### src/rtl/alu_result_display.sv
// Shows a captured ALU result byte on one 7-segment display: high nibble (dp lit),
// low nibble, then a gap frame with an optional carry glyph, repeating until a new
// value arrives. Define LEAD_ZERO_BLANK_EN to blank a zero high nibble.
module alu_result_display #(
   parameter int unsigned DWELL_CYCLES = 10000000,
   parameter int unsigned GAP_CYCLES   = 2000000,
   parameter int unsigned CNT_W        = 24
) (
   input  logic       clk,
   input  logic       rst_n,
   input  logic [7:0] in_data,
   input  logic       in_carry,
   input  logic       in_valid,
   output logic       in_ready,
   output logic [6:0] seg,
   output logic       dp,
   output logic       frame_done
);

   localparam int unsigned DATA_W = 8;
   localparam int unsigned SEG_W  = 7;
   localparam logic [CNT_W-1:0] DWELL_LAST = CNT_W'(DWELL_CYCLES - 1);
   localparam logic [CNT_W-1:0] GAP_LAST   = CNT_W'(GAP_CYCLES - 1);
   localparam logic [SEG_W-1:0] CARRY_GLYPH = 7'h58;

   typedef enum logic [1:0] {
      IDLE    = 2'd0,
      SHOW_HI = 2'd1,
      SHOW_LO = 2'd2,
      GAP     = 2'd3
   } state_t;

   state_t              state_q, state_d;
   logic [DATA_W-1:0]   data_q, data_d;
   logic                carry_q, carry_d;
   logic [CNT_W-1:0]    cnt_q, cnt_d;
   logic [SEG_W-1:0]    seg_d;
   logic                dp_d;
   logic                frame_done_d;
   logic                accept;
   logic                hi_blank;

   function automatic logic [SEG_W-1:0] hex_glyph(input logic [3:0] nib);
      logic [SEG_W-1:0] g;
      case (nib)
         4'h0: g = 7'h3F;
         4'h1: g = 7'h06;
         4'h2: g = 7'h5B;
         4'h3: g = 7'h4F;
         4'h4: g = 7'h66;
         4'h5: g = 7'h6D;
         4'h6: g = 7'h7D;
         4'h7: g = 7'h07;
         4'h8: g = 7'h7F;
         4'h9: g = 7'h6F;
         4'hA: g = 7'h77;
         4'hB: g = 7'h7C;
         4'hC: g = 7'h39;
         4'hD: g = 7'h5E;
         4'hE: g = 7'h79;
         default: g = 7'h71;
      endcase
      return g;
   endfunction

   assign in_ready = (state_q == IDLE) || (state_q == GAP);
   assign accept   = in_valid & in_ready;

   // Next state, held value, dwell counter, and the output values for the next cycle.
   always_comb begin
      state_d      = state_q;
      data_d       = data_q;
      carry_d      = carry_q;
      cnt_d        = cnt_q;
      seg_d        = '0;
      dp_d         = 1'b0;
      frame_done_d = 1'b0;
      hi_blank     = 1'b0;

      case (state_q)
         SHOW_HI: begin
            if (cnt_q == DWELL_LAST) begin
               cnt_d   = '0;
               state_d = SHOW_LO;
            end else begin
               cnt_d = cnt_q + CNT_W'(1);
            end
         end
         SHOW_LO: begin
            if (cnt_q == DWELL_LAST) begin
               cnt_d   = '0;
               state_d = GAP;
            end else begin
               cnt_d = cnt_q + CNT_W'(1);
            end
         end
         GAP: begin
            if (cnt_q == GAP_LAST) begin
               cnt_d   = '0;
               state_d = SHOW_HI;
            end else begin
               cnt_d = cnt_q + CNT_W'(1);
            end
         end
         default: ;
      endcase

      // A new value overrides every other transition, including the gap terminal count.
      if (accept) begin
         data_d  = in_data;
         carry_d = in_carry;
         cnt_d   = '0;
         state_d = SHOW_HI;
      end

`ifdef LEAD_ZERO_BLANK_EN
      hi_blank = (data_d[7:4] == 4'h0);
`else
      hi_blank = 1'b0;
`endif

      // Outputs are registered, so decode what the next cycle will display.
      case (state_d)
         SHOW_HI: begin
            seg_d = hi_blank ? '0 : hex_glyph(data_d[7:4]);
            dp_d  = 1'b1;
         end
         SHOW_LO: seg_d = hex_glyph(data_d[3:0]);
         GAP: begin
            seg_d        = carry_d ? CARRY_GLYPH : '0;
            frame_done_d = (cnt_d == GAP_LAST);
         end
         default: ;
      endcase
   end

   always_ff @(posedge clk) begin
      if (!rst_n) begin
         state_q    <= IDLE;
         data_q     <= '0;
         carry_q    <= 1'b0;
         cnt_q      <= '0;
         seg        <= '0;
         dp         <= 1'b0;
         frame_done <= 1'b0;
      end else begin
         state_q    <= state_d;
         data_q     <= data_d;
         carry_q    <= carry_d;
         cnt_q      <= cnt_d;
         seg        <= seg_d;
         dp         <= dp_d;
         frame_done <= frame_done_d;
      end
   end

endmodule

### config.mk
export PLATFORM = sky130hd
export DESIGN_NAME = alu_result_display
export DESIGN_NICKNAME = d
export VERILOG_FILES = /design/src/rtl/alu_result_display.sv
export SDC_FILE = /design/constraint.sdc
export NUM_CORES = 1
export LEC_CHECK = 0
export ABC_AREA = 1
export CAP_MARGIN = 30
export CORE_MARGIN = 2
export CORE_UTILIZATION = 45
export CTS_BUF_LIST = sky130_fd_sc_hd__clkbuf_16
export DETAILED_ROUTE_END_ITERATION = 7
export GPL_ROUTABILITY_DRIVEN = 1
export GPL_TIMING_DRIVEN = 0
export SLEW_MARGIN = 20
export SYNTH_ARGS = -nofsm -noshare
export SYNTH_HDL_FRONTEND = slang
export SYNTH_SLANG_ARGS = --single-unit
export TNS_END_PERCENT = 1
### constraint.sdc
create_clock -name clk -period 3.7 [get_ports clk]
set_clock_uncertainty 0.1 [all_clocks]
set_input_delay 0.74 -clock clk [delete_from_list [all_inputs] [get_ports clk]]
set_output_delay 0.74 -clock clk [all_outputs]
set_load 0.02 [all_outputs]
======== After elaboration in Yosys (flattened, before gate mapping) ========
Memories as Yosys holds them, arrays and structs flattened.
Cells that the tools add are included.
storage, ports and cells
  register bits after elaboration ......... 44
  bits in read-only memories .............. 224
  input bits .............................. 12
  output and inout port bits .............. 10
  word-level logic and storage cells ...... 38
  memories kept ........................... 2
memories
  memory           words  bits a word  read ports  clocked after Yosys merged registers in  write ports  RTL line  source
  (no name shown)  16     7            1           0                                        0            45        case (nib)
  (no name shown)  16     7            1           0                                        0            45
operators by class
  add/subtract/negate cells ............... 1
  equal/unequal tests ..................... 9
  multiplexer cells ....................... 14
  bitwise gates (word level) .............. 1
  reductions and logical operators ........ 4
operator list
  operator                                                number
  2-to-1 mux 24 bit                                       3
  equality test 24 x 21 -> 1 bit (second input constant)  2
  one-hot mux 24 bit (2 select lines)                     1
  adder 24 x 1 -> 24 bit (second input constant)          1
  equality test 24 bit (second input constant)            1
  one-hot mux 7 bit (3 select lines)                      1
  equality test 2 bit (second input constant)             4
  2-to-1 mux 2 bit                                        4
  2-to-1 mux 8 bit                                        1
  2-to-1 mux 7 bit                                        1
  one-hot mux 2 bit (3 select lines)                      1
  equality test 2 x 1 -> 1 bit (second input constant)    2
  logical NOT 2 bit                                       1
  2-to-1 mux 1 bit                                        2
  AND reduction 2 bit                                     1
  OR reduction 2 bit                                      1
  bitwise AND 1 bit                                       1
  logical OR 1 bit                                        1

======== Longest topological paths before layout ========
Gate-level depths: netlist (run 1).
  depth after elaboration ................. 6
  mapped depth ............................ 19
  mapped depth without buffers ............ 19

======== Least setup slack after synthesis (run 1) ========
Ideal clock, no wire load.
  path type ............................... register to register
  from .................................... reg state_q[1]
  to ...................................... reg seg[0]
  setup time .............................. 71 ps
  arrival time ............................ 2326 ps
  data required time ...................... 3529 ps
  setup slack ............................. 1203 ps
  cell stages (with the launch flop) ...... 14
  path buffers ............................ 1
  clock period less this slack ............ 2497 ps
  cells stage by stage .................... dfxtp_1 inv_1 ha_1 inv_2 nand2_4 buf_2 o21ai_2 inv_1 ha_1 o21ai_1 nor2_1 a211oi_1 nand2_1 a21oi_1
on the way
  word-level cells in the longest chain between the ends .. 6
  elaborated cells on any way between the ends .. 18
  those cells by class .................... 6 x eq/ne; 7 x mux; 1 x bitwise; 2 x reduce/logical; 2 x memory
ends and longest elaborated chain
  element                                                          RTL line  source
  from (decl)                                                      33        state_t state_q, state_d;
  from (signal assigned)                                           147       state_q <= state_d;
  equality test 2 bit / logical NOT 2 bit (equally long branches)  66        assign in_ready = (state_q == IDLE) || (state_q == GAP);
  logical OR 1 bit *                                               66
  named net in_ready                                               14        output logic in_ready,
  bitwise AND 1 bit *                                              67        assign accept = in_valid & in_ready;
  2-to-1 mux 8 bit *                                               109       if (accept) begin
  named net data_d[0]                                              34        logic [DATA_W-1:0] data_q, data_d;
  memory read (16 x 7 bit) *                                       --
  one-hot mux 7 bit (3 select lines) *                             123       case (state_d)
  to (signal assigned)                                             151       seg <= seg_d;
  to (decl)                                                        15        output logic [6:0] seg,
The timed path passes the listed nets; every way through them passes the cells marked *.
A chain may end at the register's enable or synchronous reset.

======== Worst setup path after layout (run 1) ========
  from .................................... reg state_q[1]
  to ...................................... reg seg[0]
on the way
  word-level cells in the longest chain between the ends .. 6
  elaborated cells on any way between the ends .. 18
  those cells by class .................... 6 x eq/ne; 7 x mux; 1 x bitwise; 2 x reduce/logical; 2 x memory
ends and longest elaborated chain
  element                                                          RTL line
  equality test 2 bit / logical NOT 2 bit (equally long branches)  66
  logical OR 1 bit *                                               66
  bitwise AND 1 bit *                                              67
  2-to-1 mux 8 bit *                                               109
  named net data_d[0]                                              34
  memory read (16 x 7 bit) *                                       --
  one-hot mux 7 bit (3 select lines) *                             123
Marked as above.

==> impl_metrics.toml, run 1 <==
[status]
status = "complete, no violations"

[yosys]
yosysSeqAreaShare = 0.285
synth_top_family_by_area = "simple AND/OR/NAND/NOR gates"
synth_fp_nets = 500
synth_compound_area_frac = 0.0959
avgSynthCellArea_um2 = 6.58
synthAdderAreaFrac = 0.0728
synth_seq_cells = 44
post_synth_instance_area_um2 = 3090
syn-instance-count = 470
synth_cell_types = 37
yosys.area_share.xor_xnor = 0.0312
yosysWarnings = 0
muxShareOfSynthArea = 0
yosys.area_share.simple = 0.423

[timing]
min_period_ns = 2.91
finalHoldViolations = 0
holdWs_ns = 0.440
finalMaxSlewViolations = 0
rsz0062_at_grt = "false"
final-setup-viol-count = 0
tns_ns = 0
slew_headroom = 0.578
tightest_slew_ns = 0.634
fmax_ghz = 0.343
period_share = 0.787

[setup_path]
rrSetupSlack_ns = 0.79
required_ns = 3.80
cp_slowest_stage_delay_ns = 0.43
critPathSlowestCell = "dfxtp_1"
r2r-start = "state_q[1]$_SDFF_PN0_"
crit_end = "seg[0]$_SDFF_PN0_"
crit_family = "compound AO/OA/AOI/OAI gates"
crit_cells = 13
cp-end-kind = "flop"
criticalPathCategory = "reg2reg"
path_buf_inv = 4
start_kind = "flop"
path_max_fanout = 10
reg2reg_to = "seg[0]$_SDFF_PN0_"
cp_data_arrival_time_ns = 3.01
r2r_cells = 13
cp_cell_sequence = "inv_1 -> ha_1 -> inv_2 -> nand2_4 -> buf_2 -> o21ai_2 -> inv_1 -> ha_1 -> o21ai_1 -> nor2_1 -> a211oi_1 -> nand2_1 -> a21oi_1"
startpoint = "state_q[1]$_SDFF_PN0_"

[floorplan]
core_um2 = 6720
initial_core_util = 0.460
die-area_um2 = 7550
die_w_um = 86.9
ios = 22
die_height_um = 86.9
rows = 30

[global_route]
grt_pass1_vias = 2738
overflow = 0
grt_max_degree = 14
grt_usage = 0.214
grt_pass1_wl_um = 12900
antenna_found_initial = 0

[cts]
cts.htree.levels = 2
cts.repair.resized = 0
cts_tree = "done"
postCtsSetupRepairBufs = 0
cts_hold_buf = 0
cts_made_buffers = 5
clockRootBuffer = "clkbuf_16"
cts_sinks = 44
path_clk_slew_ns = 0.06
clockBufferDepth = 2
clk_latency_ns = 0.28

[cells_and_area]
fin_nets = 528
fin_util = 0.531
nFillCells = 704
seq_area_um2 = 881
layout.cells.non_filler = 579
multiInputGateArea_um2 = 1920
layout-drive-gt1-share = 0.128
syn_to_final_growth_pct = 15.3
n_antenna_cell = 0

[placed_design]
dp.cells = 571
routabilityCongestion = 0.878
portBuffers = 21
hpwl_um = 6010

[route]
ant_nets = 0
firstDrtPassIters = 4
viasPerCell = 5.00
dr_total_vias = 2895
drc = 0
drt-initial-drc-count = 157
wirelength_um = 7540
detail_route.wl_per_cell_um = 13.0

[power]
leakagePower_nw = 1.50
power_density_nw_per_um2 = 496
ir_drop_v = 0.000224

[worst_hold_path]
hp-class = "reg2reg"

[job]
cap_violations = 0
[registers in the layout, summed over array words and instances (netlist names)]
name and flops:
cnt_q 24, frame_done 1, data_q 8, carry_q 1, dp 1, seg 7
state_q 2
[cells in the final DEF (no fill, tap or decap), types with 2 or more instances in the layout]
master / n
nand2_1: 107
nor2_1: 81
inv_1: 52
dfxtp_1: 44
nand3_1: 34
clkdlybuf4s50_1: 21
a21oi_1: 18
ha_1: 18
inv_2: 11
o21ai_0: 11
nand2_2: 10
xor2_1: 10
nand4_1: 10
nor2_4: 7
nor3_1: 7
o21ai_2: 5
nor2_2: 5
nand3_2: 5
o21ai_1: 5
clkbuf_16: 5
buf_2: 4
nand3b_1: 3
nand2_4: 2
or2_1: 2
nor3_2: 2
clkinv_1: 2
clkbuf_1: 2
a22oi_1: 2
o211ai_1: 2
[how the worst min path moves through the flow]
| stage | end | slack (ns) | depth (start not counted) | startpoint |
|---|---|---|---|---|
| after CTS | cnt_q[19]$_SDFF_PN0_ | 0.44 | 2 | cnt_q[19]$_SDFF_PN0_ |
| after floorplan | cnt_q[19]$_SDFF_PN0_ | 0.39 | 2 | cnt_q[19]$_SDFF_PN0_ |
| after detailed placement | cnt_q[19]$_SDFF_PN0_ | 0.43 | 2 | cnt_q[19]$_SDFF_PN0_ |
| final | cnt_q[19]$_SDFF_PN0_ | 0.44 | 2 | cnt_q[19]$_SDFF_PN0_ |
| after global routing | cnt_q[19]$_SDFF_PN0_ | 0.47 | 2 | cnt_q[19]$_SDFF_PN0_ |
| after global placement | cnt_q[19]$_SDFF_PN0_ | 0.42 | 2 | cnt_q[19]$_SDFF_PN0_ |
[routing by layer]
layer / up-vias / global-route usage / wire, um
met4: 0 / 0.0554 / 70
met5: - / 0 / 0
met1: 1297 / 0.317 / 3850
met3: 10 / 0.0313 / 330
li1: 1533 / - / -
met2: 55 / 0.323 / 3290
[kinds of logic (layout without fill, tap and decap cells)]
group,count (synthesis),in the layout
and+or+nand+nor,278,278
buffers and inverters,72,101
AOI/OAI and AO/OA,47,47
DFF,44,44
adders and majority gates,18,18
xor gates and xnor gates,11,11
[report_power, final]
part / switching [mW] / total (mW) / leakage (nW) / internal (mW)
clock network: 0.179 / 0.494 / 0.0850 / 0.315
registers: 0.0212 / 0.547 / 0.358 / 0.526
logic: 0.469 / 0.726 / 1.06 / 0.258
total: 0.669 / 1.77 / 1.50 / 1.10
[stage by stage]
| step | area [um^2] | setup slack, ns | power [mW] |
|---|---|---|---|
| floorplan | 3090 | 1.20 | 1.07 |
| global placement | 3400 | 0.544 | 1.28 |
| detailed placement | 3400 | 0.525 | 1.28 |
| CTS | 3570 | 0.783 | 1.78 |
| global route | 3570 | 0.449 | 1.89 |
| finish | 3570 | 0.788 | 1.77 |
[synthesized netlist by cell type, drive strengths merged]
cell type | number | share of area
dfxtp | 44 | 0.28
o21bai | 1 | 0.0061
o211ai | 2 | 0.0049
or2 | 3 | 0.0061
nand2 | 120 | 0.16
nand3 | 39 | 0.071
nor4 | 1 | 0.0020
ha | 18 | 0.073
nand4 | 10 | 0.020
nand3b | 3 | 0.0073
o21ai | 21 | 0.040
xnor2 | 1 | 0.0028
a21boi | 2 | 0.0085
clkinv | 2 | 0.0024
inv | 62 | 0.075
a21oi | 18 | 0.029
clkbuf | 2 | 0.0024
xor2 | 10 | 0.028
a22oi | 2 | 0.0049
a211oi | 1 | 0.0024
nor2 | 93 | 0.13
buf | 6 | 0.013
nor3 | 9 | 0.018
[area by class of cell]
type | instances | area share
multi-input combinational | 354 | 0.540
sequential | 44 | 0.247
inverter | 64 | 0.0674
timing repair buffer | 21 | 0.0589
clock buffer | 5 | 0.0351
tap | 80 | 0.0281
buffer | 8 | 0.0130
clock inverter | 3 | 0.0109
[tightest hold or removal path, delay by kind of cell (launching register included)]
kind | cells | cell delay, ns
compound gates | 1 | 0.06
simple gates | 1 | 0.10
flops | 1 | 0.34
No activity file was read; power rests on OpenSTA's default activity.
==> run 2: changes to the inputs <==
==> constraint.sdc (replaced) <==
create_clock -name clk -period 3 [get_ports clk]
set_clock_uncertainty 0.1 [all_clocks]
set_input_delay 0.6 -clock clk [delete_from_list [all_inputs] [get_ports clk]]
set_output_delay 0.6 -clock clk [all_outputs]
set_load 0.02 [all_outputs]
==> run 2 against run 1 <==
Effect of this change:
- fmax increased by 6.3%
- routed wire length increased by 0.30%
- critical path type unchanged
- final area increased by 0.46%
- total power increased by 24%
- setup slack got worse by 0.53 ns
- utilization increased by 0.24 points
- sequential power increased by 24%
- register-to-register slack got worse by 0.53 ns
==> impl_metrics.toml, run 2 (synthesis results as in run 1) <==
[power]
clkPwrFrac = 0.278
power.switching_mw = 0.829
power.total_mw = 2.19
pwr-share-comb = 0.413
power_density_nw_per_um2 = 612
leakagePower_nw = 1.50
pwr-share-seq = 0.308
ir_drop_v = 0.000277
intPower_mw = 1.36
switching_share = 0.378

[setup_path]
cpMostUsedCell = "inv_1"
critPathSlowestCell = "dfxtp_2"
cp_slowest_stage_delay_ns = 0.38
rrSetupSlack_ns = 0.26
start_kind = "flop"
path_buf_inv = 5
cp_data_arrival_time_ns = 2.86
r2r_cells = 16
crit_cells = 16
reg2reg_to = "seg[6]$_SDFF_PN0_"
criticalPathCategory = "reg2reg"
cp-end-kind = "flop"
cp_cell_sequence = "inv_1 -> ha_1 -> inv_2 -> nand2_4 -> inv_2 -> or2_1 -> o21ai_4 -> inv_1 -> ha_1 -> nand2_1 -> o21ai_0 -> a22oi_1 -> nand4_1 -> nand3_1 -> nand2_1 -> inv_1"
crit_family = "simple AND/OR/NAND/NOR gates"
r2r-start = "state_q[1]$_SDFF_PN0_"
required_ns = 3.13
path_max_fanout = 9

[cts]
cts_sinks = 44
clockBufferDepth = 2
clockRootBuffer = "clkbuf_16"
path_clk_slew_ns = 0.06
clk_latency_ns = 0.28
postCtsSetupRepairBufs = 0
cts.htree.levels = 2
cts_hold_buf = 0
cts.repair.resized = 0
cts_tree = "done"
cts_made_buffers = 5

[floorplan]
initial_core_util = 0.460
rows = 30
core_um2 = 6720
die-area_um2 = 7550
die_height_um = 86.9
die_w_um = 86.9
ios = 22

[status]
status = "complete, no violations"

[cells_and_area]
syn_to_final_growth_pct = 15.9
final_common_cell = "nand2_1"
layout-drive-gt1-share = 0.132
top_register = "cnt_q"
fin_nets = 528
reg_top3 = "cnt_q: 24 flops, data_q: 8 flops, seg: 7 flops"
fin_util = 0.533
nFillCells = 697
largest_reg_flops = 24
final_cell_mix = "nand2_1, nor2_1, inv_1"
n_antenna_cell = 0
layout.cells.non_filler = 579

[route]
viasPerCell = 5.02
ant_nets = 0
wirelength_um = 7570
drt-initial-drc-count = 179
detail_route.wl_per_cell_um = 13.1
firstDrtPassIters = 4
dr_total_vias = 2908
drc = 0

[worst_hold_path]
whs_endpoint = "cnt_q[19]$_SDFF_PN0_"
hp-class = "reg2reg"
whs_path_depth = 2
hp-start = "cnt_q[19]$_SDFF_PN0_"

[placed_design]
routabilityCongestion = 0.878
hpwl_um = 6010
dp.cells = 571
portBuffers = 21

[job]
cap_violations = 0

[timing]
period_share = 0.913
finalHoldViolations = 0
rsz0062_at_grt = "false"
slew_headroom = 0.576
tightest_slew_ns = 0.635
finalMaxSlewViolations = 0
fmax_ghz = 0.365
tns_ns = 0
min_period_ns = 2.74
final-setup-viol-count = 0

[global_route]
grt_max_degree = 14
grt_usage = 0.214
top_usage_layer = "met2"
overflow = 0
antenna_found_initial = 0
met3_usage = 0.0313
grt_pass1_wl_um = 12900
grt_use_met2 = 0.323
grt_pass1_vias = 2738
grt.met1_usage = 0.317
[run 2: power groups by stage]
stage / logic, mW / registers, mW / clock network (mW)
floorplan: 0.585 / 0.730 / 0
global placement: 0.892 / 0.686 / 0
detailed placement: 0.893 / 0.686 / 0
CTS: 0.897 / 0.675 / 0.624
global route: 1.01 / 0.683 / 0.650
finish: 0.905 / 0.676 / 0.610
[run 2: through the flow]
stage          area, um^2  hold slack, ns  setup WS (ns)
2_1_floorplan        3090           0.386          0.503
3_3_place_gp         3400           0.419        -0.0156
3_5_place_dp         3400           0.428        -0.0349
4_1_cts              3570           0.437         0.0826
5_1_grt              3580           0.468        0.00534
6_report             3580           0.440          0.261
[run 2: layout make-up]
cell class / count / area, um^2 / area share
Tap cell: 80 / 100 / 0.0279
Clock buffer: 5 / 125 / 0.0349
Timing Repair Buffer: 21 / 210 / 0.0587
Multi-Input combinational cell: 354 / 1930 / 0.539
Inverter: 64 / 240 / 0.0671
Buffer: 8 / 52.6 / 0.0147
Clock inverter: 3 / 38.8 / 0.0108
Sequential cell: 44 / 883 / 0.247
[run 2: how the worst max path moves through the flow]
stage                                startpoint                 to  slack [ns]
after floorplan           state_q[1]$_SDFF_PN0_  seg[0]$_SDFF_PN0_        0.50
after global placement                 in_valid  seg[3]$_SDFF_PN0_       -0.02
after detailed placement               in_valid  seg[0]$_SDFF_PN0_       -0.03
after CTS                 state_q[1]$_SDFF_PN0_  seg[0]$_SDFF_PN0_        0.08
after global routing      state_q[1]$_SDFF_PN0_  seg[3]$_SDFF_PN0_       0.005
final                     state_q[1]$_SDFF_PN0_  seg[6]$_SDFF_PN0_        0.26
[run 2: routing by layer]
metal,part of all wire,wire length (um)
met4,0.012,91
met1,0.51,3880
met5,0,0
met2,0.43,3260
met3,0.044,333
[run 2: tightest hold or removal path, cell delays in order (launching register included)]
cell and delay [ns]:
dfxtp_1 0.34, nand2_1 0.10, a21oi_1 0.06
==> run 3: changes to the inputs <==
--- a/config.mk
+++ b/config.mk
@@ -11,8 +11,11 @@
 export CORE_UTILIZATION = 45
 export CTS_BUF_LIST = sky130_fd_sc_hd__clkbuf_16
 export DETAILED_ROUTE_END_ITERATION = 7
+export DONT_BUFFER_PORTS = 1
 export GPL_ROUTABILITY_DRIVEN = 1
 export GPL_TIMING_DRIVEN = 0
+export MAX_ROUTING_LAYER = met4
+export PLACE_DENSITY = 0.59
 export SLEW_MARGIN = 20
 export SYNTH_ARGS = -nofsm -noshare
 export SYNTH_HDL_FRONTEND = slang
==> run 3 against run 2 <==
Effect of this change:
- sequential share of layout area increased by 1.7 points
- sequential cell count stayed put
- utilization fell by 3.5 points
- register-to-register slack about the same
- final area fell by 6.5%
- sequential power is 7.4% higher
- critical path type unchanged
- largest cell class unchanged
==> impl_metrics.toml, run 3 (synthesis results as in run 1) <==
[setup_path]
start_kind = "flop"
cp_data_arrival_time_ns = 2.83
cp-end-kind = "flop"
rrSetupSlack_ns = 0.25
path_buf_inv = 6
r2r_cells = 16
cpMostUsedCell = "inv_1"
critPathSlowestCell = "dfxtp_2"
path_max_fanout = 10
cp_cell_sequence = "inv_1 -> ha_1 -> inv_2 -> nand2_4 -> buf_6 -> nand2_1 -> nand2_1 -> inv_1 -> ha_1 -> nand3_1 -> a21boi_1 -> inv_1 -> nand3_1 -> nand3_1 -> nand2_1 -> inv_1"
r2r-start = "state_q[0]$_SDFF_PN0_"
criticalPathCategory = "reg2reg"
reg2reg_to = "seg[3]$_SDFF_PN0_"
crit_family = "buffers and inverters"
required_ns = 3.08
cp_slowest_stage_delay_ns = 0.40

[job]
cap_violations = 0

[power]
power_density_nw_per_um2 = 601
ir_drop_v = 0.000302
leakagePower_nw = 1.41
power.total_mw = 2.01

[cts]
clockRootBuffer = "clkbuf_16"
postCtsSetupRepairBufs = 0
cts.htree.levels = 2
cts_made_buffers = 5
clockBufferDepth = 2
cts_tree = "done"
path_clk_slew_ns = 0.06
cts_sinks = 44
clk_latency_ns = 0.28

[timing]
rsz0062_at_grt = "false"
tightest_slew_ns = 0.586
min_period_ns = 2.75
finalMaxSlewViolations = 0
period_share = 0.915
tns_ns = 0
slew_headroom = 0.610
fmax_ghz = 0.364
final-setup-viol-count = 0
finalHoldViolations = 0

[route]
dr_total_vias = 2848
firstDrtPassIters = 4
wl_met3_um = 203
routed-wl-met2_um = 3530
m1WireLength_um = 3480
drc = 0
detail_route.wl_per_cell_um = 13.2
highest_layer = "met4"
drt-initial-drc-count = 140
ant_nets = 0
viasPerCell = 5.10
wirelength_um = 7380

[cells_and_area]
layout-drive-gt1-share = 0.138
top_register = "cnt_q"
fin_nets = 507
reg_top3 = "cnt_q: 24 flops, data_q: 8 flops, seg: 7 flops"
multiInputGateArea_um2 = 1930
fin_area_um2 = 3350
seq_area_um2 = 883
nFillCells = 691
largest_reg_flops = 24
syn_to_final_growth_pct = 8.34
final_cell_mix = "nand2_1, nor2_1, inv_1"
final_common_cell = "nand2_1"
n_antenna_cell = 0

[worst_hold_path]
whs_path_depth = 2
hp-start = "rst_n"
hp-class = "in2reg"
whs_endpoint = "seg[6]$_SDFF_PN0_"

[global_route]
grt_max_degree = 14
grt_usage = 0.216
overflow = 0
grt_pass1_vias = 2681
grt_pass1_wl_um = 12500
antenna_found_initial = 0

[status]
status = "complete, no violations"

[floorplan]
die-area_um2 = 7550
ios = 22
core_um2 = 6720
rows = 30
initial_core_util = 0.460
die_w_um = 86.9
die_height_um = 86.9

[placed_design]
routabilityCongestion = 0.890
hpwl_um = 5820
dpl_cell_area_um2 = 3190
portBuffers = 0
## run 3: cell count changes in the layout (fill, tap and decap cells not counted)
cell             delta
clkinv_2            +1
clkinv_1            +1
inv_4               +1
inv_2               -1
clkdlybuf4s50_1    -21
inv_1               -1
bufinv_16           -1
## run 3: layer usage
layer  GRT usage  up-vias
met5           -        -
met4      0.0696        0
met3      0.0341       18
met2       0.352       46
met1       0.273     1275
li1            -     1509
## run 3: worst reg2reg max path: cells and delay by family (launching register included)
kind / cells / cell delay (ns)
AO/OA/AOI/OAI: 1 / 0.16
adder cells (fa/ha/maj): 2 / 0.60
buffers and inverters: 6 / 0.73
flip-flops: 1 / 0.40
AND/OR/NAND/NOR: 7 / 0.65
## run 3: stage by stage
| step | hold WS, ns | cells | worst slack [ns] | utilization |
|---|---|---|---|---|
| floorplan | 0.386 | 470 | 0.503 | - |
| CTS | 0.315 | 558 | 0.00458 | 0.496 |
| finish | 0.318 | 558 | 0.255 | 0.499 |
| global placement | 0.410 | 550 | 0.0375 | 0.475 |
| global route | 0.325 | 558 | 0.0505 | 0.499 |
| detailed placement | 0.426 | 550 | 0.0392 | 0.475 |
## run 3: cell type report
class,count,area share
Tap cell,80,0.0299
Multi-Input combinational cell,354,0.577
Inverter,64,0.0725
Buffer,8,0.0157
Clock buffer,5,0.0374
Sequential cell,44,0.264
Clock inverter,3,0.00411
## run 3: how the worst max path moves through the flow
stage | depth (start not counted) | endpoint | slack, ns | start
floorplan | 13 | seg[0]$_SDFF_PN0_ | 0.50 | state_q[1]$_SDFF_PN0_
finish | 16 | seg[3]$_SDFF_PN0_ | 0.25 | state_q[0]$_SDFF_PN0_
global placement | 16 | seg[3]$_SDFF_PN0_ | 0.04 | state_q[1]$_SDFF_PN0_
detailed placement | 13 | seg[0]$_SDFF_PN0_ | 0.04 | state_q[0]$_SDFF_PN0_
CTS | 15 | seg[6]$_SDFF_PN0_ | 0.005 | state_q[0]$_SDFF_PN0_
global route | 17 | seg[3]$_SDFF_PN0_ | 0.05 | state_q[1]$_SDFF_PN0_
## run 3: where the power goes
part           internal, mW  leakage (nW)  switching, mW
sequential            0.650         0.359         0.0756
clock                 0.303        0.0710          0.227
combinational         0.243         0.980          0.513
## run 3: what timing repair did
| item | CTS | global route |
|---|---|---|
| gates resized for setup | 0 | 7 |
| hold buffers | 0 | 0 |
| endpoints found under the setup margin | 0 | 4 |
